## src/rtl/iobuf_cfg_sequencer_if.sv

```systemverilog
// Configuration request channel between the command/register layer and the I/O buffer sequencer.
// The requester uses the master modport and the sequencer uses the slave modport.
interface iobuf_cfg_sequencer_if #(
  parameter int unsigned NPINS = 8
);
  logic             cfg_valid;
  logic             cfg_ready;
  logic [NPINS-1:0] cfg_mask;
  logic [NPINS-1:0] cfg_oe;
  logic [NPINS-1:0] cfg_od;
  logic [NPINS-1:0] cfg_dir;

  modport master (
    output cfg_valid,
    output cfg_mask,
    output cfg_oe,
    output cfg_od,
    output cfg_dir,
    input  cfg_ready
  );

  modport slave (
    input  cfg_valid,
    input  cfg_mask,
    input  cfg_oe,
    input  cfg_od,
    input  cfg_dir,
    output cfg_ready
  );
endinterface

```

## src/rtl/iobuf_cfg_sequencer.sv

```systemverilog
// Break-before-make sequencer for the oe/od/dir controls of NPINS I/O buffers.
// Define IOBUF_SEQ_READBACK_EN to add the pin_din / rb_data / rb_valid readback path.
module iobuf_cfg_sequencer #(
  parameter int unsigned NPINS         = 8,
  parameter int unsigned DEAD_CYCLES   = 4,
  parameter int unsigned SETTLE_CYCLES = 2
) (
  input  logic                  clk,
  input  logic                  rst,
  iobuf_cfg_sequencer_if.slave  cfg,
  output logic                  busy,
  output logic                  done,
  output logic [NPINS-1:0]      pin_oe,
  output logic [NPINS-1:0]      pin_od,
  output logic [NPINS-1:0]      pin_dir
`ifdef IOBUF_SEQ_READBACK_EN
  ,
  input  logic [NPINS-1:0]      pin_din,
  output logic [NPINS-1:0]      rb_data,
  output logic                  rb_valid
`endif
);

  localparam int unsigned CntMax = (DEAD_CYCLES > SETTLE_CYCLES) ? DEAD_CYCLES : SETTLE_CYCLES;
  localparam int unsigned CntW   = $clog2(CntMax + 1);

  // DISABLE and APPLY each own one edge, so the wait states cover the remaining cycles.
  localparam logic [CntW-1:0] DeadLoad   = (DEAD_CYCLES > 1)   ? CntW'(DEAD_CYCLES - 2)   : '0;
  localparam logic [CntW-1:0] SettleLoad = (SETTLE_CYCLES > 1) ? CntW'(SETTLE_CYCLES - 2) : '0;

  typedef enum logic [2:0] {
    StIdle,
    StDisable,
    StDead,
    StApply,
    StSettle,
    StEnable
  } state_e;

  state_e           state_q, state_d;
  logic [CntW-1:0]  cnt_q, cnt_d;
  logic [NPINS-1:0] mask_q, mask_d;
  logic [NPINS-1:0] req_oe_q, req_oe_d;
  logic [NPINS-1:0] req_od_q, req_od_d;
  logic [NPINS-1:0] req_dir_q, req_dir_d;
  logic [NPINS-1:0] pin_oe_q, pin_oe_d;
  logic [NPINS-1:0] pin_od_q, pin_od_d;
  logic [NPINS-1:0] pin_dir_q, pin_dir_d;
  logic             busy_q, busy_d;
  logic             done_q, done_d;
`ifdef IOBUF_SEQ_READBACK_EN
  logic [NPINS-1:0] rb_data_q, rb_data_d;
`endif

  assign cfg.cfg_ready = (state_q == StIdle) & ~rst;

  always_comb begin
    state_d   = state_q;
    cnt_d     = cnt_q;
    mask_d    = mask_q;
    req_oe_d  = req_oe_q;
    req_od_d  = req_od_q;
    req_dir_d = req_dir_q;
    pin_oe_d  = pin_oe_q;
    pin_od_d  = pin_od_q;
    pin_dir_d = pin_dir_q;
    busy_d    = busy_q;
    done_d    = 1'b0;
`ifdef IOBUF_SEQ_READBACK_EN
    rb_data_d = rb_data_q;
`endif

    case (state_q)
      StIdle: begin
        if (cfg.cfg_valid) begin
          mask_d    = cfg.cfg_mask;
          req_oe_d  = cfg.cfg_oe;
          req_od_d  = cfg.cfg_od;
          req_dir_d = cfg.cfg_dir;
          // No masked dir/od change means no contention risk: skip straight to enable.
          if ((((cfg.cfg_dir ^ pin_dir_q) | (cfg.cfg_od ^ pin_od_q)) & cfg.cfg_mask) == '0) begin
            state_d = StEnable;
          end else begin
            state_d = StDisable;
          end
        end
      end
      StDisable: begin
        pin_oe_d = pin_oe_q & ~mask_q;
        busy_d   = 1'b1;
        if (DEAD_CYCLES > 1) begin
          state_d = StDead;
          cnt_d   = DeadLoad;
        end else begin
          state_d = StApply;
        end
      end
      StDead: begin
        if (cnt_q == '0) begin
          state_d = StApply;
        end else begin
          cnt_d = cnt_q - CntW'(1);
        end
      end
      StApply: begin
        pin_dir_d = (pin_dir_q & ~mask_q) | (req_dir_q & mask_q);
        pin_od_d  = (pin_od_q & ~mask_q) | (req_od_q & mask_q);
        if (SETTLE_CYCLES > 1) begin
          state_d = StSettle;
          cnt_d   = SettleLoad;
        end else begin
          state_d = StEnable;
        end
      end
      StSettle: begin
        if (cnt_q == '0) begin
          state_d = StEnable;
        end else begin
          cnt_d = cnt_q - CntW'(1);
        end
      end
      StEnable: begin
        pin_oe_d = (pin_oe_q & ~mask_q) | (req_oe_q & mask_q);
        done_d   = 1'b1;
        busy_d   = 1'b0;
        state_d  = StIdle;
`ifdef IOBUF_SEQ_READBACK_EN
        // pin_dir_q already holds the new direction here; driven pins read back as 0.
        rb_data_d = pin_din & ~pin_dir_q;
`endif
      end
      default: state_d = StIdle;
    endcase
  end

  always_ff @(posedge clk) begin
    if (rst) begin
      state_q   <= StIdle;
      cnt_q     <= '0;
      mask_q    <= '0;
      req_oe_q  <= '0;
      req_od_q  <= '0;
      req_dir_q <= '0;
      pin_oe_q  <= '0;
      pin_od_q  <= '0;
      pin_dir_q <= '0;
      busy_q    <= 1'b0;
      done_q    <= 1'b0;
`ifdef IOBUF_SEQ_READBACK_EN
      rb_data_q <= '0;
`endif
    end else begin
      state_q   <= state_d;
      cnt_q     <= cnt_d;
      mask_q    <= mask_d;
      req_oe_q  <= req_oe_d;
      req_od_q  <= req_od_d;
      req_dir_q <= req_dir_d;
      pin_oe_q  <= pin_oe_d;
      pin_od_q  <= pin_od_d;
      pin_dir_q <= pin_dir_d;
      busy_q    <= busy_d;
      done_q    <= done_d;
`ifdef IOBUF_SEQ_READBACK_EN
      rb_data_q <= rb_data_d;
`endif
    end
  end

  assign busy    = busy_q;
  assign done    = done_q;
  assign pin_oe  = pin_oe_q;
  assign pin_od  = pin_od_q;
  assign pin_dir = pin_dir_q;
`ifdef IOBUF_SEQ_READBACK_EN
  assign rb_data  = rb_data_q;
  assign rb_valid = done_q;
`endif

endmodule
```

## src/flat_wrapper.sv

```systemverilog
// flat-port wrapper written by rule: the top's interface ports become plain ports
module iobuf_cfg_sequencer_flat 
#(
  parameter int unsigned NPINS         = 8,
  parameter int unsigned DEAD_CYCLES   = 4,
  parameter int unsigned SETTLE_CYCLES = 2
)
  (clk, rst, busy, done, pin_oe, pin_od, pin_dir, cfg_cfg_valid, cfg_cfg_mask, cfg_cfg_oe, cfg_cfg_od, cfg_cfg_dir, cfg_cfg_ready);
  iobuf_cfg_sequencer_if #(.NPINS(NPINS)) cfg_i ();
  input  logic clk;
  input  logic rst;
  output logic busy;
  output logic done;
  output logic [NPINS-1:0] pin_oe;
  output logic [NPINS-1:0] pin_od;
  output logic [NPINS-1:0] pin_dir;
  input wire logic [$bits(cfg_i.cfg_valid)-1:0] cfg_cfg_valid;
  input wire logic [$bits(cfg_i.cfg_mask)-1:0] cfg_cfg_mask;
  input wire logic [$bits(cfg_i.cfg_oe)-1:0] cfg_cfg_oe;
  input wire logic [$bits(cfg_i.cfg_od)-1:0] cfg_cfg_od;
  input wire logic [$bits(cfg_i.cfg_dir)-1:0] cfg_cfg_dir;
  output wire logic [$bits(cfg_i.cfg_ready)-1:0] cfg_cfg_ready;
  assign cfg_i.cfg_valid = cfg_cfg_valid;
  assign cfg_i.cfg_mask = cfg_cfg_mask;
  assign cfg_i.cfg_oe = cfg_cfg_oe;
  assign cfg_i.cfg_od = cfg_cfg_od;
  assign cfg_i.cfg_dir = cfg_cfg_dir;
  assign cfg_cfg_ready = cfg_i.cfg_ready;
  iobuf_cfg_sequencer #(.NPINS(NPINS), .DEAD_CYCLES(DEAD_CYCLES), .SETTLE_CYCLES(SETTLE_CYCLES)) u_core (.clk(clk), .rst(rst), .cfg(cfg_i), .busy(busy), .done(done), .pin_oe(pin_oe), .pin_od(pin_od), .pin_dir(pin_dir));
endmodule
```

## config.mk

```make
export PLATFORM = sky130hd
export DESIGN_NAME = iobuf_cfg_sequencer_flat
export DESIGN_NICKNAME = d
export VERILOG_FILES = /design/src/rtl/iobuf_cfg_sequencer_if.sv /design/src/rtl/iobuf_cfg_sequencer.sv /design/src/flat_wrapper.sv
export SDC_FILE = /design/constraint.sdc
export NUM_CORES = 1
export LEC_CHECK = 0
export CORE_UTILIZATION = 52
export CTS_BUF_LIST = sky130_fd_sc_hd__clkbuf_4
export DETAILED_ROUTE_END_ITERATION = 8
export PLACE_DENSITY = 0.82
export RECOVER_POWER = 100
export REMOVE_ABC_BUFFERS = 1
export SETUP_SLACK_MARGIN = 0.1
export SLEW_MARGIN = 20
export SYNTH_ARGS = -nofsm -noshare
export SYNTH_HDL_FRONTEND = slang
export SYNTH_SLANG_ARGS = --single-unit
```

## constraint.sdc

```tcl
create_clock -name clk -period 1.7 [get_ports clk]
set_input_delay 0.34 -clock clk [delete_from_list [all_inputs] [get_ports clk]]
set_output_delay 0.34 -clock clk [all_outputs]
set_load 0.01 [all_outputs]
```

==> flow_metrics.py <==
metrics = {
    "detailed_routing": {
        "routed_via_density": 5.47,
        "top_signal_layer_used": "met4",
        "routed-via-count": 2677,
        "detail_route.iter0.violations": 183,
        "wirelength_mm": 6.71,
        "detailroute.wirelength.met2_mm": 3.28,
        "drt-pass1-iter-count": 5,
        "wirelength_met1_mm": 2.97,
        "ant_nets": 0,
        "drc": 0,
        "dr_wl_met3_um": 346,
        "avgRoutedWirePerCell_um": 13.7,
    },
    "place": {
        "final_hpwl_dp_mm": 4.49,
        "placed_area_um2": 3450,
        "gp_congestion": 0.779,
        "number_of_buffers_added_on_ports": 61,
        "pre_cts_ws_ns": -0.0703,
    },
    "hold_path": {
        "hold-path-cell-count": 2,
        "min-delay-path-class": "reg2reg",
    },
    "logic_synthesis": {
        "synthDominantCellAreaShare": 0.472,
        "ys.warnings.count": 0,
        "ys_types": 30,
        "synth_area_um2": 2720,
        "netlist_top_cells_area": "sky130_fd_sc_hd__dfxtp_1 (47%), sky130_fd_sc_hd__nand2_1 (15%), sky130_fd_sc_hd__a21oi_1 (11%)",
        "post_synth_inst_count": 350,
        "seq_area_frac_synth": 0.472,
        "flops_latches_synth": 64,
        "synth_area_leader_cell": "sky130_fd_sc_hd__dfxtp_1",
        "synth.avg_cell_area_um2": 7.76,
    },
    "sta": {
        "skew_ns": 0.0159,
        "max_clock_freq_mhz": 625,
        "timing.final.setup_violations": 0,
        "timing_max_transition_violations_final": 0,
        "finalCriticalPeriod_ns": 1.60,
        "final.setup.worst_slack_ns": 0.0997,
        "finalHoldViolCount": 0,
        "worst_slew_margin_rel": 0.771,
        "rsz0062_at_grt": "true",
        "worstMarginPinSlew_ns": 0.343,
        "final_min_period_over_clock_period": 0.941,
    },
    "floorplan": {
        "die_area_um2": 5510,
        "start_util": 0.556,
        "area_of_the_core_um2": 4880,
        "chipWidth_um": 74.3,
        "floorplan.rows": 25,
        "floorplan.die.height_um": 74.3,
        "ios": 62,
    },
    "cts": {
        "h_tree_levels": 3,
        "post_cts_hold_buffer_count": 0,
        "numClockSinks": 64,
        "tritoncts": "built",
        "cts_max_path_buffers": 2,
        "cts_inserted_buffers": 9,
        "cts.reportedPaths.clkPinSlew_ns": 0.12,
        "cts.root.buffer_cell": "sky130_fd_sc_hd__clkbuf_4",
        "clkLatencyLatePin_ns": 0.41,
    },
    "cells_and_area": {
        "area_growth_syn_to_layout_pct": 32.8,
        "antenna_cells": 0,
        "register_area_um2": 1280,
        "nFillCells": 405,
        "final_design_area_no_fill_um2": 3610,
        "final_layout_size_suffix_gt1_frac": 0.107,
        "design.final.nets": 454,
        "multi_input_gate_area_in_the_final_layout_um2": 1350,
    },
    "grt": {
        "globalRouteOverflowTotal": 0,
        "grt_antenna_before_repair": 0,
        "grt_start_max_net_pins": 36,
        "groute.usage.overall": 0.260,
        "grt_pass1_wl_mm": 10.7,
        "first_global_vias": 2464,
    },
    "setup_path": {
        "critical_path_cell_count": 6,
        "crit_path_launch_type": "register",
        "worst-path-buf-inv": 1,
        "worst-endpoint-required_ns": 2.03,
        "criticalPathCategory": "reg2reg",
        "critical-path-max-stage-delay_ns": 0.47,
        "ordered_cell_list_for_the_critical_path": "inv_4 -> ha_4 -> or4b_4 -> a21oi_2 -> a221oi_2 -> a221oi_2",
        "cp_max_fanout": 3,
        "worst_path_dominant_cell_family": "compound AO/OA/AOI/OAI gates",
        "most_frequent_cp_cell": "sky130_fd_sc_hd__a221oi_2",
        "timing.critical_path.to_type": "register",
        "worst_r2r_path_depth": 6,
        "crit_slowest_cell": "sky130_fd_sc_hd__or4b_4",
        "arrival_time_worst_endpoint_ns": 1.93,
    },
    "power_and_ir_drop": {
        "p_leak_uw": 0.00143,
        "ir_drop_uv": 565,
        "power_density_nw_per_um2": 1020,
    },
    "job": {
        "drv_cap": 0,
    },
    "run_status": {
        "status": "finished, final reports clean",
    },
}
==> cell families after synthesis <==
group | synth area share
XOR/XNOR | 0.0548
AO/OA/AOI/OAI | 0.171
adder cells (fa/ha/maj) | 0.00922
buffers and inverters | 0.0488
flip-flops | 0.472
AND/OR/NAND/NOR | 0.245
==> placed cells by master (no fill, tap or decap), types with 2 or more instances in the layout <==
master                            count
sky130_fd_sc_hd__a221oi_2             2
sky130_fd_sc_hd__clkbuf_4             9
sky130_fd_sc_hd__dfxtp_1             62
sky130_fd_sc_hd__nor2_1               5
sky130_fd_sc_hd__a21oi_1             59
sky130_fd_sc_hd__nand2_1            105
sky130_fd_sc_hd__clkinv_4             2
sky130_fd_sc_hd__inv_1                5
sky130_fd_sc_hd__o211ai_1             3
sky130_fd_sc_hd__clkinvlp_4           2
sky130_fd_sc_hd__a31oi_1              2
sky130_fd_sc_hd__clkbuf_1             3
sky130_fd_sc_hd__buf_4               13
sky130_fd_sc_hd__clkinv_2             2
sky130_fd_sc_hd__xor2_1              16
sky130_fd_sc_hd__ha_4                 2
sky130_fd_sc_hd__nor2b_1              4
sky130_fd_sc_hd__nand3_1             18
sky130_fd_sc_hd__dlygate4sd2_1       26
sky130_fd_sc_hd__nor3_1               4
sky130_fd_sc_hd__nand4_1              9
sky130_fd_sc_hd__o21ai_0             11
sky130_fd_sc_hd__dfxtp_2              2
sky130_fd_sc_hd__buf_12               2
sky130_fd_sc_hd__clkdlybuf4s50_1     33
sky130_fd_sc_hd__nand2b_1             3
==> layout make-up <==
class	instances	area share
Multi-Input combinational cell	256	0.375
Sequential cell	64	0.356
Timing Repair Buffer	79	0.199
Tap cell	67	0.0232
Clock inverter	7	0.0201
Clock buffer	9	0.0187
Inverter	7	0.00798
==> where the power goes <==
| part | leakage [µW] | switching [µW] | internal (µW) |
|---|---|---|---|
| logic | 0.000833 | 531 | 396 |
| registers | 0.000522 | 100 | 1630 |
| clock network | 0.0000719 | 564 | 447 |
| total | 0.00143 | 1200 | 2470 |
==> worst min-delay path, cell delays in order, from the launching register on <==
cell	delay [ns]
sky130_fd_sc_hd__dfxtp_1	0.33
sky130_fd_sc_hd__nand2_1	0.05
sky130_fd_sc_hd__a21oi_1	0.05
==> metrics by stage <==
step | setup TNS, ns | hold WS (ns) | total power, µW | std cells | utilization
floorplan | -8.86 | 0.406 | 2210 | 327 | -
global placement | 0 | 0.441 | 2600 | 471 | 0.707
detailed placement | -0.0703 | 0.447 | 2620 | 471 | 0.707
CTS | 0 | 0.442 | 3640 | 488 | 0.735
global route | 0 | 0.441 | 3880 | 489 | 0.739
finish | 0 | 0.455 | 3670 | 489 | 0.739
==> Yosys cell counts (all sizes together) <==
master / count
o32ai: 1
ha: 2
and3b: 1
o22ai: 1
a221oi: 3
or4b: 1
nor4: 2
nand3: 18
buf: 11
a31oi: 2
o2111ai: 1
nand2: 105
o211ai: 3
inv: 7
nand4: 9
nor2: 5
nor3: 5
nand2b: 3
dfxtp: 64
nor2b: 4
o21ai: 11
clkbuf: 12
xor2: 16
a21oi: 60
xnor2: 1
a211oi: 1
o22a: 1
==> final timing paths <==
kind / from / end / slack [ns]
worst max-delay path: u_core.cnt_q[0] / u_core.cnt_q[2] / 0.1
worst min-delay path: register / register / 0.45
worst max register to register: u_core.cnt_q[0] / u_core.cnt_q[2] / 0.1
worst min register to register: register / register / 0.45
==> per-layer routing <==
layer,vias up,global-route usage
li1,1321,-
met1,1261,0.328
met2,83,0.420
met3,12,0.0678
met4,0,0.115
met5,-,0
==> timing repair <==
action,in CTS,in global routing
setup endpoints to repair,28,2
setup buffers,1,1
pin swaps,2,4
gates resized for setup,37,11
gates cloned,0,0
No activity file was read; power rests on OpenSTA's default activity.
